**config.mk**
```make
export PLATFORM = sky130hd
export DESIGN_NAME = llac_core_scheduler
export DESIGN_NICKNAME = d
export VERILOG_FILES = /design/src/rtl/llac_core_scheduler.sv
export SDC_FILE = /design/constraint.sdc
export NUM_CORES = 1
export LEC_CHECK = 0
export CORE_MARGIN = 8
export CORE_UTILIZATION = 50
export CTS_CLUSTER_SIZE = 14
export DETAILED_ROUTE_END_ITERATION = 10
export PLACE_DENSITY = 0.76
export SLEW_MARGIN = 15
export SYNTH_ARGS = -nofsm -noshare
export SYNTH_HDL_FRONTEND = slang
export SYNTH_SLANG_ARGS = --single-unit
export TNS_END_PERCENT = 20
```
**constraint.sdc**
```tcl
create_clock -name clk_100mhz -period 2.3 [get_ports clk_100mhz]
set_input_delay 0.46 -clock clk_100mhz [delete_from_list [all_inputs] [get_ports clk_100mhz]]
set_output_delay 0.46 -clock clk_100mhz [all_outputs]
set_load 0.02 [all_outputs]
```
**src/rtl/llac_core_scheduler.sv**
```systemverilog
// llac_core_scheduler: per-sample dispatcher for the audio core array.
// Owns core lifecycles, start/done handshakes and the watchdog.
module llac_core_scheduler #(
    parameter int NUM_CORES      = 4,
    parameter int TIMEOUT_CYCLES = 2048,
    parameter int CNT_WIDTH      = 16
) (
    input  logic                         clk_100mhz,
    input  logic                         resetn,
    input  logic                         sample_valid,
    output logic                         sample_ready,
    input  logic [NUM_CORES-1:0]         core_pause,
    input  logic [NUM_CORES-1:0]         core_stop,
    input  logic [NUM_CORES-1:0]         core_resume,
    input  logic [NUM_CORES-1:0]         core_done,
    output logic [NUM_CORES-1:0]         core_start,
    output logic [NUM_CORES-1:0]         core_status,
    output logic [NUM_CORES-1:0]         core_interrupt,
    output logic [$clog2(NUM_CORES)-1:0] active_core,
    output logic                         frame_done,
    output logic                         frame_timeout,
    output logic                         sample_dropped,
    output logic [CNT_WIDTH-1:0]         overrun_count
);

    localparam int IW = $clog2(NUM_CORES);
    localparam int TW = $clog2(TIMEOUT_CYCLES);

    localparam logic [IW-1:0]        LAST_IDX = IW'(NUM_CORES - 1);
    localparam logic [TW-1:0]        TMO_LAST = TW'(TIMEOUT_CYCLES - 1);
    localparam logic [NUM_CORES-1:0] ONE      = NUM_CORES'(1);

    typedef enum logic [1:0] {
        L_IDLE,
        L_ACTIVE,
        L_PAUSED,
        L_STOPPED
    } life_t;

    typedef enum logic [2:0] {
        S_IDLE,
        S_SCAN,
        S_START,
        S_WAIT,
        S_DONE
    } state_t;

    life_t                life [NUM_CORES];
    state_t               state;
    logic [IW-1:0]        idx;
    logic [NUM_CORES-1:0] mask;
    logic [TW-1:0]        timer;

    logic                 in_wait;
    logic                 cur_done;
    logic                 cur_stop;
    logic                 tmo_reached;
    logic                 tmo_hit;
    logic                 wait_end;
    logic [NUM_CORES-1:0] idx_onehot;
    logic [NUM_CORES-1:0] tmo_vec;
    logic                 drop;

    assign sample_ready = (state == S_IDLE);
    assign active_core  = idx;

    assign in_wait     = (state == S_WAIT);
    assign cur_done    = core_done[idx];
    assign cur_stop    = core_stop[idx];
    assign tmo_reached = (timer == TMO_LAST);
    assign idx_onehot  = ONE << idx;

    // A done (or a stop of the dispatched core) beats a same-cycle expiry
    assign tmo_hit  = in_wait && tmo_reached && !cur_done && !cur_stop;
    assign wait_end = in_wait && (cur_done || cur_stop || tmo_reached);
    assign tmo_vec  = tmo_hit ? idx_onehot : '0;
    assign drop     = sample_valid && (state != S_IDLE);

    // Status is a pure decode of the lifecycle flops
    always_comb begin
        core_status = '0;
        for (int i = 0; i < NUM_CORES; i++) begin
            core_status[i] = (life[i] == L_ACTIVE);
        end
    end

    // Lifecycle update: stop/watchdog > pause > resume
    always_ff @(posedge clk_100mhz or negedge resetn) begin
        if (!resetn) begin
            for (int i = 0; i < NUM_CORES; i++) begin
                life[i] <= L_IDLE;
            end
            core_interrupt <= '0;
        end else begin
            for (int i = 0; i < NUM_CORES; i++) begin
                if (core_stop[i] || tmo_vec[i]) begin
                    life[i]           <= L_STOPPED;
                    core_interrupt[i] <= 1'b1;
                end else if (core_pause[i]) begin
                    if (life[i] == L_ACTIVE) begin
                        life[i] <= L_PAUSED;
                    end
                end else if (core_resume[i]) begin
                    if (life[i] != L_ACTIVE) begin
                        life[i]           <= L_ACTIVE;
                        core_interrupt[i] <= 1'b0;
                    end
                end
            end
        end
    end

    // Dispatcher: scan the snapshot mask, start and wait on one core at a time
    always_ff @(posedge clk_100mhz or negedge resetn) begin
        if (!resetn) begin
            state         <= S_IDLE;
            idx           <= '0;
            mask          <= '0;
            timer         <= '0;
            core_start    <= '0;
            frame_done    <= 1'b0;
            frame_timeout <= 1'b0;
        end else begin
            core_start    <= '0;
            frame_done    <= 1'b0;
            frame_timeout <= 1'b0;
            unique case (state)
                S_IDLE: begin
                    if (sample_valid) begin
                        mask  <= core_status;
                        idx   <= '0;
                        state <= S_SCAN;
                    end
                end
                S_SCAN: begin
                    if (mask[idx]) begin
                        state <= S_START;
                    end else if (idx == LAST_IDX) begin
                        state <= S_DONE;
                    end else begin
                        idx <= idx + IW'(1);
                    end
                end
                S_START: begin
                    core_start <= idx_onehot;
                    timer      <= '0;
                    state      <= S_WAIT;
                end
                S_WAIT: begin
                    timer <= timer + TW'(1);
                    if (wait_end) begin
                        frame_timeout <= tmo_hit;
                        if (idx == LAST_IDX) begin
                            state <= S_DONE;
                        end else begin
                            idx   <= idx + IW'(1);
                            state <= S_SCAN;
                        end
                    end
                end
                S_DONE: begin
                    frame_done <= 1'b1;
                    state      <= S_IDLE;
                end
                default: state <= S_IDLE;
            endcase
        end
    end

    // Samples arriving while busy are dropped and counted (saturating)
    always_ff @(posedge clk_100mhz or negedge resetn) begin
        if (!resetn) begin
            sample_dropped <= 1'b0;
            overrun_count  <= '0;
        end else begin
            sample_dropped <= drop;
            if (drop && (overrun_count != '1)) begin
                overrun_count <= overrun_count + CNT_WIDTH'(1);
            end
        end
    end

endmodule

```
==> results of run 1 <==
==> worst max-delay path by stage <==
stage               slack (ns)                    endpoint                  from  cells after the start
global route              0.01                sample_ready  state[2]$_DFFE_PN0P_                      2
global placement          0.02  active_core[0]$_DFFE_PN0P_          core_done[0]                      6
finish                    0.11                sample_ready  state[2]$_DFFE_PN0P_                      2
floorplan                 0.29  active_core[0]$_DFFE_PN0P_  state[0]$_DFFE_PN0P_                      5
CTS                        0.1                sample_ready  state[2]$_DFFE_PN0P_                      2
detailed placement        0.02  active_core[0]$_DFFE_PN0P_          core_stop[0]                      6
==> synthesized netlist by cell type, types with 4 or more instances <==
master / count
a21oi_2: 4
a31oi_1: 4
and3_1: 9
and4_1: 4
dfrtp_1: 55
ha_1: 6
inv_1: 4
mux2_2: 6
nand2_1: 22
nand2b_1: 12
nand3_1: 13
nand4_1: 9
nor2_1: 13
nor2b_1: 5
nor3_1: 5
o211ai_1: 7
o21ai_0: 20
xnor2_1: 12
==> flip-flops by register name (all words and copies together) (netlist names) <==
signal          flops
timer              11
frame_done          1
overrun_count      16
life                8
core_interrupt      4
core_start          4
state               3
mask                4
active_core         2
frame_timeout       1
sample_dropped      1
==> metal layers <==
| layer | GRT usage (%) | share of wire [%] | vias to the layer above |
|---|---|---|---|
| met5 | 0 | 0 | - |
| met4 | 5.84 | 1.7 | 0 |
| li1 | - | - | 1011 |
| met3 | 4.27 | 5.4 | 11 |
| met1 | 18.5 | 46 | 971 |
| met2 | 26.4 | 47 | 46 |
==> area by class of cell <==
class	count	area share, %
sequential	55	40.6
multi-input combinational	181	35.9
timing repair buffer	61	17.2
tap	70	2.58
clock buffer	5	2.03
clock inverter	3	1.29
inverter	4	0.443
==> metrics by stage <==
| step | utilization (%) | instances |
|---|---|---|
| final | 66.4 | 379 |
| after global placement | 64.2 | 371 |
| after global routing | 66.4 | 379 |
| after floorplan | - | 244 |
| after CTS | 66.4 | 379 |
| after detailed placement | 64.2 | 371 |
==> critical path, stage by stage, from the launching register on <==
cell	delay (ns)
dfrtp_1	0.49
nor3_1	0.27
clkdlybuf4s50_1	0.66
==> cells by family (layout without fill, tap and decap cells) <==
kind of cell / after synthesis / count (layout)
muxes: 10 / 10
and+or+nand+nor: 101 / 101
xor gates and xnor gates: 14 / 14
DFF: 55 / 55
adders and majority gates: 6 / 6
AOI/OAI and AO/OA: 50 / 50
buffers and inverters: 8 / 73
==> power by group <==
part | switching, mW | leakage [nW] | internal [mW] | total, mW
Clock | 0.313 | 0.0581 | 0.325 | 0.638
Sequential | 0.190 | 0.690 | 1.12 | 1.31
Combinational | 0.593 | 0.714 | 0.555 | 1.15
==> reports/qor.txt, run 1 <==
Status - finished, final reports clean
Power Dens Cells - 913 nW/um^2
CTS Sinks - 55
IO Pins - 53
Reg-to-reg slack, setup - 0.14 ns
EDFF count, synth - 0
Multi-input logic area - 1220 sq um
Cts hold-fix bufs - 0
Setup WS post-layout - 0.106 ns
Clock Tree Root - clkbuf_8
Post-Synth Adder-Cell Area - 2.85%
Seq. cell area - 1380 sq um
Count of mapped cells out of synthesis - 244
Slew HR - 55.6%
CTS H-tree depth - 2
Core ar. - 5110 sq um
Worst Tran Pin Value - 0.666 ns
WP data arrival - 1.73 ns
# setup viols final - 0
Reg clk slew, reported paths - 0.10 ns
Kind of critical path - reg -> out
Synth Area per Inst - 10.8 sq um
CTS tree - done
Cell accounting for the most synthesized area - dfrtp_1
Unrepaired setup endpoints after global routing - false
Residual DRC - 0
Global-route wire length before repair - 9700 um
Drt wl/cell - 14.9 um
Design Power - 3.10 mW
Fin. Hold Viols - 0
Setup Buffers After CTS - 0
# fillers - 423
Vias - 2039
Crit-path max FO - 9
Complex-gate fraction of the synthesized area - 13.1%
Most common flop cell mapped by yosys - dfrtp_1
CP required - 1.84 ns
Top-area cell type share of the netlist area - 52.3%
DRT Wirelength - 5660 um
Worst slack, placed - 0.0169 ns
Area growth syn-to-layout - 28.7%
Post-layout minimum cycle time - 2.19 ns
IO Port Bufs - 52
Max cap viols - 0
Leakage power - 1.46 nW
Die width - 88.6 um
Die H - 88.6 um
Antenna Violating Nets Remaining - 0
Syn_nets - 269
Synth async-reset ratio - 100%
Critical R2R Launch - timer[0]$_DFFE_PN0P_
Mux cell area share after synthesis - 4.32%
Post-Synth Simple-Gate Area - 21.3%
Vias in the first global route - 2134
Largest net degree at the start of global routing - 56
Clock Path Buffers - 2
Hpwl dp - 4270 um
Largest family of logic cells by synthesized area - simple AND/OR/NAND/NOR gates
Hold slack final - 0.268 ns
Startpoint class of the critical path - flip-flop
Placer Congestion - 0.803
Yosys warnings - 0
Fin. max-slew vios - 0
Synth Cell Area - 2630 sq um
# diodes - 0
Xor/xnor share of the synthesized area - 4.66%
DRT Pass-1 Iters - 6
Cell area after layout - 3390 sq um
Initial antenna violation count - 0
Worst Setup End Kind - output port
Synth Register Bits - 55
Row count - 26
Post-CTS sizing - 0
Die ar. - 7850 sq um
Library cells used by synthesis - 43
Grt total ovfl - 0
Reg-to-Reg End - active_core[0]$_DFFE_PN0P_
Cts bufs inserted - 5
Placed Instance Area - 3280 sq um
Vias/cell - 5.38
Main area contributors after synthesis - dfrtp_1, xnor2_1, o21ai_0
Nets@finish - 333
Worst vdd ir - 0.806 mV
Share of post-route cells with drive strength above 1 - 12.0%
GRT Total Usage - 15.6%
Drt first-iter violations - 106
Reg2Reg Depth - 6
Initial core utilization - 51.6%
Most common cell after layout, fill and taps aside - dfrtp_1
Final Cycle Share - 95.4%
Sequential share of the synthesized area - 52.3%
Worst-skew pair later-pin latency - 0.31 ns
Clk_skew - 0.00713 ns
Setup_tns - 0 ns
Max Clk Rate - 456 MHz
Most frequent cells in the layout - dfrtp_1, clkdlybuf4s50_1, nand2_1
Hold Path Class - in -> async
Note: power is estimated with default switching activity, not from simulation.
==> run 2: changes to the inputs <==
--- a/config.mk
+++ b/config.mk
@@ -11,3 +11,4 @@
 export DETAILED_ROUTE_END_ITERATION = 10
-export PLACE_DENSITY = 0.76
+export DONT_BUFFER_PORTS = 1
+export PLACE_DENSITY = 0.63
 export SLEW_MARGIN = 15
==> constraint.sdc (replaced) <==
create_clock -name clk_100mhz -period 2.3 [get_ports clk_100mhz]
set_input_delay 0.575 -clock clk_100mhz [delete_from_list [all_inputs] [get_ports clk_100mhz]]
set_output_delay 0.575 -clock clk_100mhz [all_outputs]
set_load 0.02 [all_outputs]
==> reports/qor.txt, run 2 (synthesized netlist as in run 1, its figures left out) <==
Status - finished, final reports clean
Post-layout minimum cycle time - 2.06 ns
Grt total ovfl - 0
Met3 usage in global routing - 5.48%
Max reg flops - 16
Placer Congestion - 0.780
Die ar. - 7850 sq um
Hold slack final - 0.109 ns
CTS tree - done
Slew HR - 53.1%
Clock Tree Root - clkbuf_8
# setup viols final - 0
Drt first-iter violations - 58
Kind of critical path - reg -> reg
Critical path's slowest cell - or4b_4
CTS Sinks - 55
Startpoint class of the critical path - flip-flop
Met1 usage - 19.3%
Vias in the first global route - 1867
Max cap viols - 0
IO Port Bufs - 0
Crit-path cells - ha_1 > and3_1 > nand4_1 > or4b_4 > a21boi_4 > mux2_4
Most common cell after layout, fill and taps aside - dfrtp_1
Share of post-route cells with drive strength above 1 - 13.7%
Largest net degree at the start of global routing - 56
CP required - 2.50 ns
Worst Tran Pin Value - 0.698 ns
Family with the most delay on the worst path - simple AND/OR/NAND/NOR gates
WP data arrival - 2.26 ns
Design Power - 2.80 mW
DRT Pass-1 Iters - 4
Worst Setup End Kind - flip-flop
Vias - 1822
Row count - 26
CP peak stage delay - 0.49 ns
Worst-skew pair later-pin latency - 0.31 ns
Initial antenna violation count - 0
Vias/cell - 5.59
Global Route met2 Usage - 22.8%
Area growth syn-to-layout - 9.12%
Reg clk slew, reported paths - 0.10 ns
Final Cycle Share - 89.5%
Leakage power - 1.27 nW
GRT Total Usage - 15.1%
# diodes - 0
Clock Path Buffers - 2
Nets@finish - 281
DRT Wirelength - 5350 um
Grt peak-use layer - met2
Setup_tns - 0 ns
Most flops, register - overrun_count
Initial core utilization - 51.6%
Final core utilization - 56.3%
Post-CTS sizing - 0
Max Clk Rate - 486 MHz
Worst vdd ir - 0.583 mV
Hpwl dp - 4000 um
Biggest regs - overrun_count: 16 flops, timer: 11 flops, life: 8 flops
Hold Path Class - in -> async
Power Dens Cells - 976 nW/um^2
Cts bufs inserted - 5
Die H - 88.6 um
Most frequent cells in the layout - dfrtp_1, nand2_1, o21ai_0
IO Pins - 53
Clk_skew - 0.0106 ns
Core ar. - 5110 sq um
Crit path buffers/inverters - 0
Unrepaired setup endpoints after global routing - false
Fin. max-slew vios - 0
Fin. Hold Viols - 0
Drt wl/cell - 16.4 um
CTS H-tree depth - 2
Reg-to-reg slack, setup - 0.24 ns
Antenna Violating Nets Remaining - 0
Global-route wire length before repair - 9220 um
# fillers - 451
Crit-path max FO - 6
Residual DRC - 0
Die width - 88.6 um
-- run 2: cell types whose count changed in the layout (fill, tap and decap cells not counted), sizes merged --
cell           before  now
inv                 4    5
clkinv              2    0
bufinv              1    0
buf                10    9
clkdlybuf4s50      51    0
clkbuf              5    6
-- run 2: report_power, final --
part / switching, mW / internal, mW
Sequential: 0.275 / 1.12
Combinational: 0.474 / 0.388
Clock: 0.303 / 0.243
-- run 2: final cells by class --
class                           instances  area, sq um  share of cell area [%]
Inverter                                4         15.0                   0.522
Timing Repair Buffer                    9         87.6                    3.05
Multi-Input combinational cell        181         1220                    42.3
Sequential cell                        55         1380                    47.9
Tap cell                               70         87.6                    3.05
Clock buffer                            6         82.6                    2.87
Clock inverter                          1         8.76                   0.305
-- run 2: worst paths after layout --
check,cells after the start,end,start
setup / recovery,6,active_core[0]$_DFFE_PN0P_,timer[0]$_DFFE_PN0P_
hold / removal,1,mask[1]$_DFFE_PN0P_,resetn
setup reg to reg,6,active_core[0]$_DFFE_PN0P_,timer[0]$_DFFE_PN0P_
hold reg to reg,1,timer[9]$_DFFE_PN0P_,timer[9]$_DFFE_PN0P_
max in group asynchronous,1,timer[5]$_DFFE_PN0P_,resetn
min in group clk_100mhz,2,core_interrupt[2]$_DFFE_PN0P_,core_stop[2]
-- run 2: repair_timing --
item	4_1_cts	5_1_grt
hold buffers	1	0
endpoints found under the hold margin	55	0
buffers inserted	0	0
-- run 2: layer usage --
metal / wire length, um / up-vias
met5: 0 / -
met4: 74 / 0
met3: 415 / 7
met2: 2330 / 40
met1: 2530 / 865
li1: - / 910
-- run 2: metrics by stage --
stage / setup slack, ns / instances / instance area [sq um]
after floorplan: 0.289 / 244 / 2630
after global placement: 0.291 / 318 / 2760
after detailed placement: 0.250 / 318 / 2760
after CTS: 0.240 / 326 / 2870
after global routing: 0.0755 / 326 / 2870
final: 0.242 / 326 / 2870
